===== src/rtl/matrix_loop_pkg.sv =====
// Shared constants, FSM state type and the C-element width rule for matrix_loop.
// Optional MATRIX_LOOP_SATURATE_EN selects saturating rather than wrapping C writes.
package matrix_loop_pkg;

  localparam int IN_W  = 4;
  localparam int OUT_W = 8;
  localparam int ACC_W = 9;
  localparam int N     = 2;

  typedef enum logic [1:0] {
    IDLE = 2'd0,
    CALC = 2'd1,
    DONE = 2'd2
  } state_t;

  // Narrow a completed 9-bit sum to a C element.
  function automatic logic [OUT_W-1:0] fit_out(input logic [ACC_W-1:0] sum);
`ifdef MATRIX_LOOP_SATURATE_EN
    fit_out = (sum > ACC_W'(255)) ? {OUT_W{1'b1}} : sum[OUT_W-1:0];
`else
    fit_out = sum[OUT_W-1:0];
`endif
  endfunction

endpackage


===== src/rtl/matrix_loop_mac.sv =====
// 4x4 unsigned multiply with 9-bit accumulate; o_sum is the running total including
// the current product, so the caller can capture a finished dot product on the same edge.
module matrix_loop_mac
  import matrix_loop_pkg::*;
(
  input  logic             clk,
  input  logic             rst,
  input  logic             i_init,
  input  logic             i_en,
  input  logic             i_clear,
  input  logic [IN_W-1:0]  i_a,
  input  logic [IN_W-1:0]  i_b,
  output logic [ACC_W-1:0] o_sum
);

  logic [ACC_W-1:0]  r_acc;
  logic [2*IN_W-1:0] w_prod;
  logic [ACC_W-1:0]  w_sum;

  assign w_prod = {{IN_W{1'b0}}, i_a} * {{IN_W{1'b0}}, i_b};
  // i_clear starts a new element: the old total is discarded rather than added.
  assign w_sum  = (i_clear ? {ACC_W{1'b0}} : r_acc) + ACC_W'(w_prod);
  assign o_sum  = w_sum;

  always_ff @(posedge clk or negedge rst) begin
    if (!rst) begin
      r_acc <= '0;
    end else if (i_init) begin
      r_acc <= '0;
    end else if (i_en) begin
      r_acc <= w_sum;
    end
  end

endmodule


===== src/rtl/matrix_loop.sv =====
// Sequential 2x2 matrix multiplier C = A x B, one MAC per cycle in i/j/k loop order.
// Build option: MATRIX_LOOP_SATURATE_EN (see matrix_loop_pkg::fit_out).
module matrix_loop
  import matrix_loop_pkg::*;
(
  input  logic             clk,
  input  logic             rst,
  input  logic             start,
  input  logic [IN_W-1:0]  A00,
  input  logic [IN_W-1:0]  A01,
  input  logic [IN_W-1:0]  A10,
  input  logic [IN_W-1:0]  A11,
  input  logic [IN_W-1:0]  B00,
  input  logic [IN_W-1:0]  B01,
  input  logic [IN_W-1:0]  B10,
  input  logic [IN_W-1:0]  B11,
  output logic [OUT_W-1:0] C00,
  output logic [OUT_W-1:0] C01,
  output logic [OUT_W-1:0] C10,
  output logic [OUT_W-1:0] C11,
  output logic             done
);

  state_t r_state;
  logic   r_i, r_j, r_k;
  logic   r_done;
  logic [N-1:0][N-1:0][IN_W-1:0]  r_a;
  logic [N-1:0][N-1:0][IN_W-1:0]  r_b;
  logic [N-1:0][N-1:0][OUT_W-1:0] r_c;

  logic             w_accept;
  logic             w_calc;
  logic             w_last;
  logic [IN_W-1:0]  w_op_a;
  logic [IN_W-1:0]  w_op_b;
  logic [ACC_W-1:0] w_sum;

  // start is honoured only outside CALC, so a running computation cannot be disturbed.
  assign w_accept = start && (r_state != CALC);
  assign w_calc   = (r_state == CALC);
  assign w_last   = r_i && r_j && r_k;
  assign w_op_a   = r_a[r_i][r_k];
  assign w_op_b   = r_b[r_k][r_j];

  matrix_loop_mac u_mac (
    .clk     (clk),
    .rst     (rst),
    .i_init  (w_accept),
    .i_en    (w_calc),
    .i_clear (!r_k),
    .i_a     (w_op_a),
    .i_b     (w_op_b),
    .o_sum   (w_sum)
  );

  always_ff @(posedge clk or negedge rst) begin
    if (!rst) begin
      r_state <= IDLE;
      r_done  <= 1'b0;
      r_i     <= 1'b0;
      r_j     <= 1'b0;
      r_k     <= 1'b0;
      r_a     <= '0;
      r_b     <= '0;
      r_c     <= '0;
    end else if (w_accept) begin
      r_state  <= CALC;
      r_done   <= 1'b0;
      r_i      <= 1'b0;
      r_j      <= 1'b0;
      r_k      <= 1'b0;
      r_c      <= '0;
      r_a[0][0] <= A00;
      r_a[0][1] <= A01;
      r_a[1][0] <= A10;
      r_a[1][1] <= A11;
      r_b[0][0] <= B00;
      r_b[0][1] <= B01;
      r_b[1][0] <= B10;
      r_b[1][1] <= B11;
    end else begin
      case (r_state)
        CALC: begin
          if (r_k) begin
            r_c[r_i][r_j] <= fit_out(w_sum);
            r_j <= ~r_j;
            if (r_j) r_i <= ~r_i;
          end
          r_k <= ~r_k;
          if (w_last) r_state <= DONE;
        end
        // done lags the DONE state by one edge so it follows the final C write.
        DONE:    r_done  <= 1'b1;
        default: r_state <= IDLE;
      endcase
    end
  end

  assign C00  = r_c[0][0];
  assign C01  = r_c[0][1];
  assign C10  = r_c[1][0];
  assign C11  = r_c[1][1];
  assign done = r_done;

endmodule


===== config.mk =====
export PLATFORM = sky130hd
export DESIGN_NAME = matrix_loop
export DESIGN_NICKNAME = d
export VERILOG_FILES = /design/src/rtl/matrix_loop_pkg.sv /design/src/rtl/matrix_loop_mac.sv /design/src/rtl/matrix_loop.sv
export SDC_FILE = /design/constraint.sdc
export NUM_CORES = 1
export LEC_CHECK = 0
export CAP_MARGIN = 20
export CORE_MARGIN = 2
export CORE_UTILIZATION = 35
export CTS_CLUSTER_SIZE = 8
export DETAILED_ROUTE_END_ITERATION = 10
export GPL_ROUTABILITY_DRIVEN = 0
export GPL_TIMING_DRIVEN = 0
export PLACE_DENSITY = 0.63
export SYNTH_ARGS = -nofsm -noshare
export SYNTH_HDL_FRONTEND = slang
export SYNTH_SLANG_ARGS = --single-unit

===== constraint.sdc =====
create_clock -name clk -period 4.2 [get_ports clk]
set_input_delay 1.05 -clock clk [delete_from_list [all_inputs] [get_ports clk]]
set_output_delay 1.05 -clock clk [all_outputs]
set_load 0.02 [all_outputs]

==> reports/results.txt <==
Fillers: 1098
LEAKAGE: 2.58 nW
Final Setup Violations: 0
Synth Flop Type: dfrtp_1
Cells after Synth: 407
Final instance area: 0.00529 mm²
Crit Path Category: flip-flop to flip-flop
Crit-path max FO: 10
Ports: 68
Total CTS buffers: 9
Cell area power density: 920 mW/mm²
Layout cells sized above 1: 11.8%
Grt ovf: 0
Initial Utilization: 35.6%
Worst min path class: flip-flop to flip-flop
Most common cell in the netlist: nand2_1
Max Transition Viols Final: 0
DR DRC count: 0
Core area: 0.0114 mm²
Routed length per placed instance: 14.7 µm
Syn avg cell area: 9.94 µm²
Critical Path End Type: flip-flop
GR Util All Layers: 15.8%
H-tree depth: 3
Async set-reset flop share out of synthesis: 100%
Die Height: 111 µm
Worst Setup Start Kind: flip-flop
DP HPWL: 6850 µm
Worst Skew: 0.00722 ns
Yosys cell types: 35
Vias: 3090
Die ar.: 0.0124 mm²
Top cells by instance count after synthesis: nand2_1, dfrtp_1, o21ai_0
Sink Count: 78
IO Port Bufs: 67
Area added between synthesis and finish: 30.8%
Cells along the critical path: buf_8 > mux4_2 > buf_4 > and2_1 > fa_1 > ha_1 > inv_1 > fa_1 > inv_1 > ha_1 > o21ai_0 > nor2_1 > o32ai_1 > a21oi_2 > o21ai_0
Crit path time final: 3.96 ns
CTS clk-pin slew, worst paths: 0.06 ns
Vias in the first global route: 3279
WL final: 9320 µm
Max incr delay on CP: 0.56 ns
Fin. Hold Viols: 0
WP data arrival: 4.16 ns
CTS Root Cell: clkbuf_16
N_diodes: 0
Max-cap violations: 0
Fin crit share: 94.3%
CP required: 4.40 ns
Yosys warning count: 0
Via density: 4.87
Worst VDD drop: 338 µV
FF+latch area: 0.00195 mm²
FF+latch count, synth: 78
Post-synthesis instance area: 0.00404 mm²
Number of enable flip-flop cells after synthesis: 0
Drt first pass iters: 4
Core Util, Final: 46.5%
Status: finished, final reports clean
Hold WS: 0.468 ns
Synth top area cells: dfrtp_1, nand2_1, ha_1
Bufs on Longest Clock Path: 2
DRT iter0 DRCs: 174
Worst-margin pin slew: 0.551 ns
Sequential area share after synthesis: 48.3%
Antenna violations before repair: 0
Placed Area: 0.00492 mm²
Clk_lat worst skew: 0.33 ns
Area of the multi-input gates: 0.00192 mm²
FMAX: 253 MHz
TritonCTS clock tree: done
Largest net degree at the start of global routing: 58
Die W: 111 µm
# rows: 39
Post-route ant nets: 0
Slowest-stage cell, CP: mux4_2
Area fraction of the dominant cell type after synthesis: 48.3%
Slew Limit Headroom: 63.0%
Synth Net Count: 466
Setup_tns: 0 ns
First-pass GRT wire length: 15700 µm
Post-synth top area cell: dfrtp_1
Layout Nets: 546
-- timing repair --
item | in CTS | in global routing
gates resized for setup | 4 | 9
setup buffers | 0 | 1
endpoints found under the hold margin | 0 | 0
hold buffers | 0 | 0
setup endpoints to repair | 15 | 19
pin swaps | 0 | 3
-- critical path, delay by kind of cell, from the launching register on --
kind,cells,cell delay (ns)
fa+ha+maj,4,1.67
buf+inv,4,0.41
compound gates,4,0.57
simple gates,2,0.26
flops,1,0.35
mux,1,0.56
-- final timing paths --
check | startpoint | slack (ns) | cells past startpoint | end
setup / recovery | r_i | 0.24 | 15 | C00[6]
hold / removal | r_b[13] | 0.47 | 2 | r_b[13]
setup reg to reg | r_i | 0.24 | 15 | C00[6]
hold reg to reg | r_b[13] | 0.47 | 2 | r_b[13]
max in group asynchronous | rst | 3.01 | 2 | C01[6]
min in group asynchronous | rst | 0.61 | 1 | r_a[12]
-- through the flow --
step	setup slack, ns	total power [mW]	cells
floorplan	0.339	3.14	407
global placement	-0.592	3.92	617
detailed placement	-0.146	4.00	618
CTS	0.00347	4.83	633
global route	-0.00192	5.30	634
finish	0.240	4.87	634
-- where the power goes --
part,switching (mW),total (mW),leakage (nW),internal [mW]
Sequential,0.177,1.26,1.00,1.09
Clock,0.287,0.757,0.141,0.471
Combinational,1.65,2.84,1.43,1.19
-- metal layers --
| metal | track usage [%] | part of all wire [%] |
|---|---|---|
| met1 | 19.8 | 43 |
| met2 | 27.2 | 51 |
| met3 | 3.27 | 4.0 |
| met4 | 6.01 | 1.2 |
| met5 | 0 | 0 |
-- area by class of cell --
cell class              count  area share [%]
plain buffers              24            3.50
clock buffers              11            4.59
clock inverters             4           0.899
inverters                  16            1.14
multi-input cells         289            36.3
flip-flops and latches     78            36.9
well taps                 143            3.38
repair buffers             69            13.3
-- logic make-up after synthesis --
| kind of cell | count (synthesis) | synth area share, % |
|---|---|---|
| and+or+nand+nor | 198 | 23.0 |
| DFF | 78 | 48.3 |
| AOI/OAI and AO/OA | 44 | 6.16 |
| buffers and inverters | 40 | 5.54 |
| adders and majority gates | 24 | 9.10 |
| muxes | 17 | 6.68 |
| xor gates and xnor gates | 6 | 1.30 |
-- layout by cell type (no fill, tap or decap), types with 9 or more instances in the layout --
master           synthesis  routed
nand2_1                124     124
dfrtp_1                 78      78
clkdlybuf4s50_1          0      66
nand3_1                 21      20
o21ai_0                 27      27
fa_1                     9       9
ha_1                    15      14
inv_1                   16      16
clkbuf_16                0       9
mux2i_1                  9       9
and2_1                  16      16
nor2_1                  17      17
-- state kept, by name (all words and copies together), names as in the netlist --
register and flops:
C01 8, C10 8, C00 8, r_i 1
r_b 16, C11 8, r_j 1, u_mac.r_acc 8
r_a 16, r_state 2, done 1, r_k 1
No activity file was read; power rests on OpenSTA's default activity.
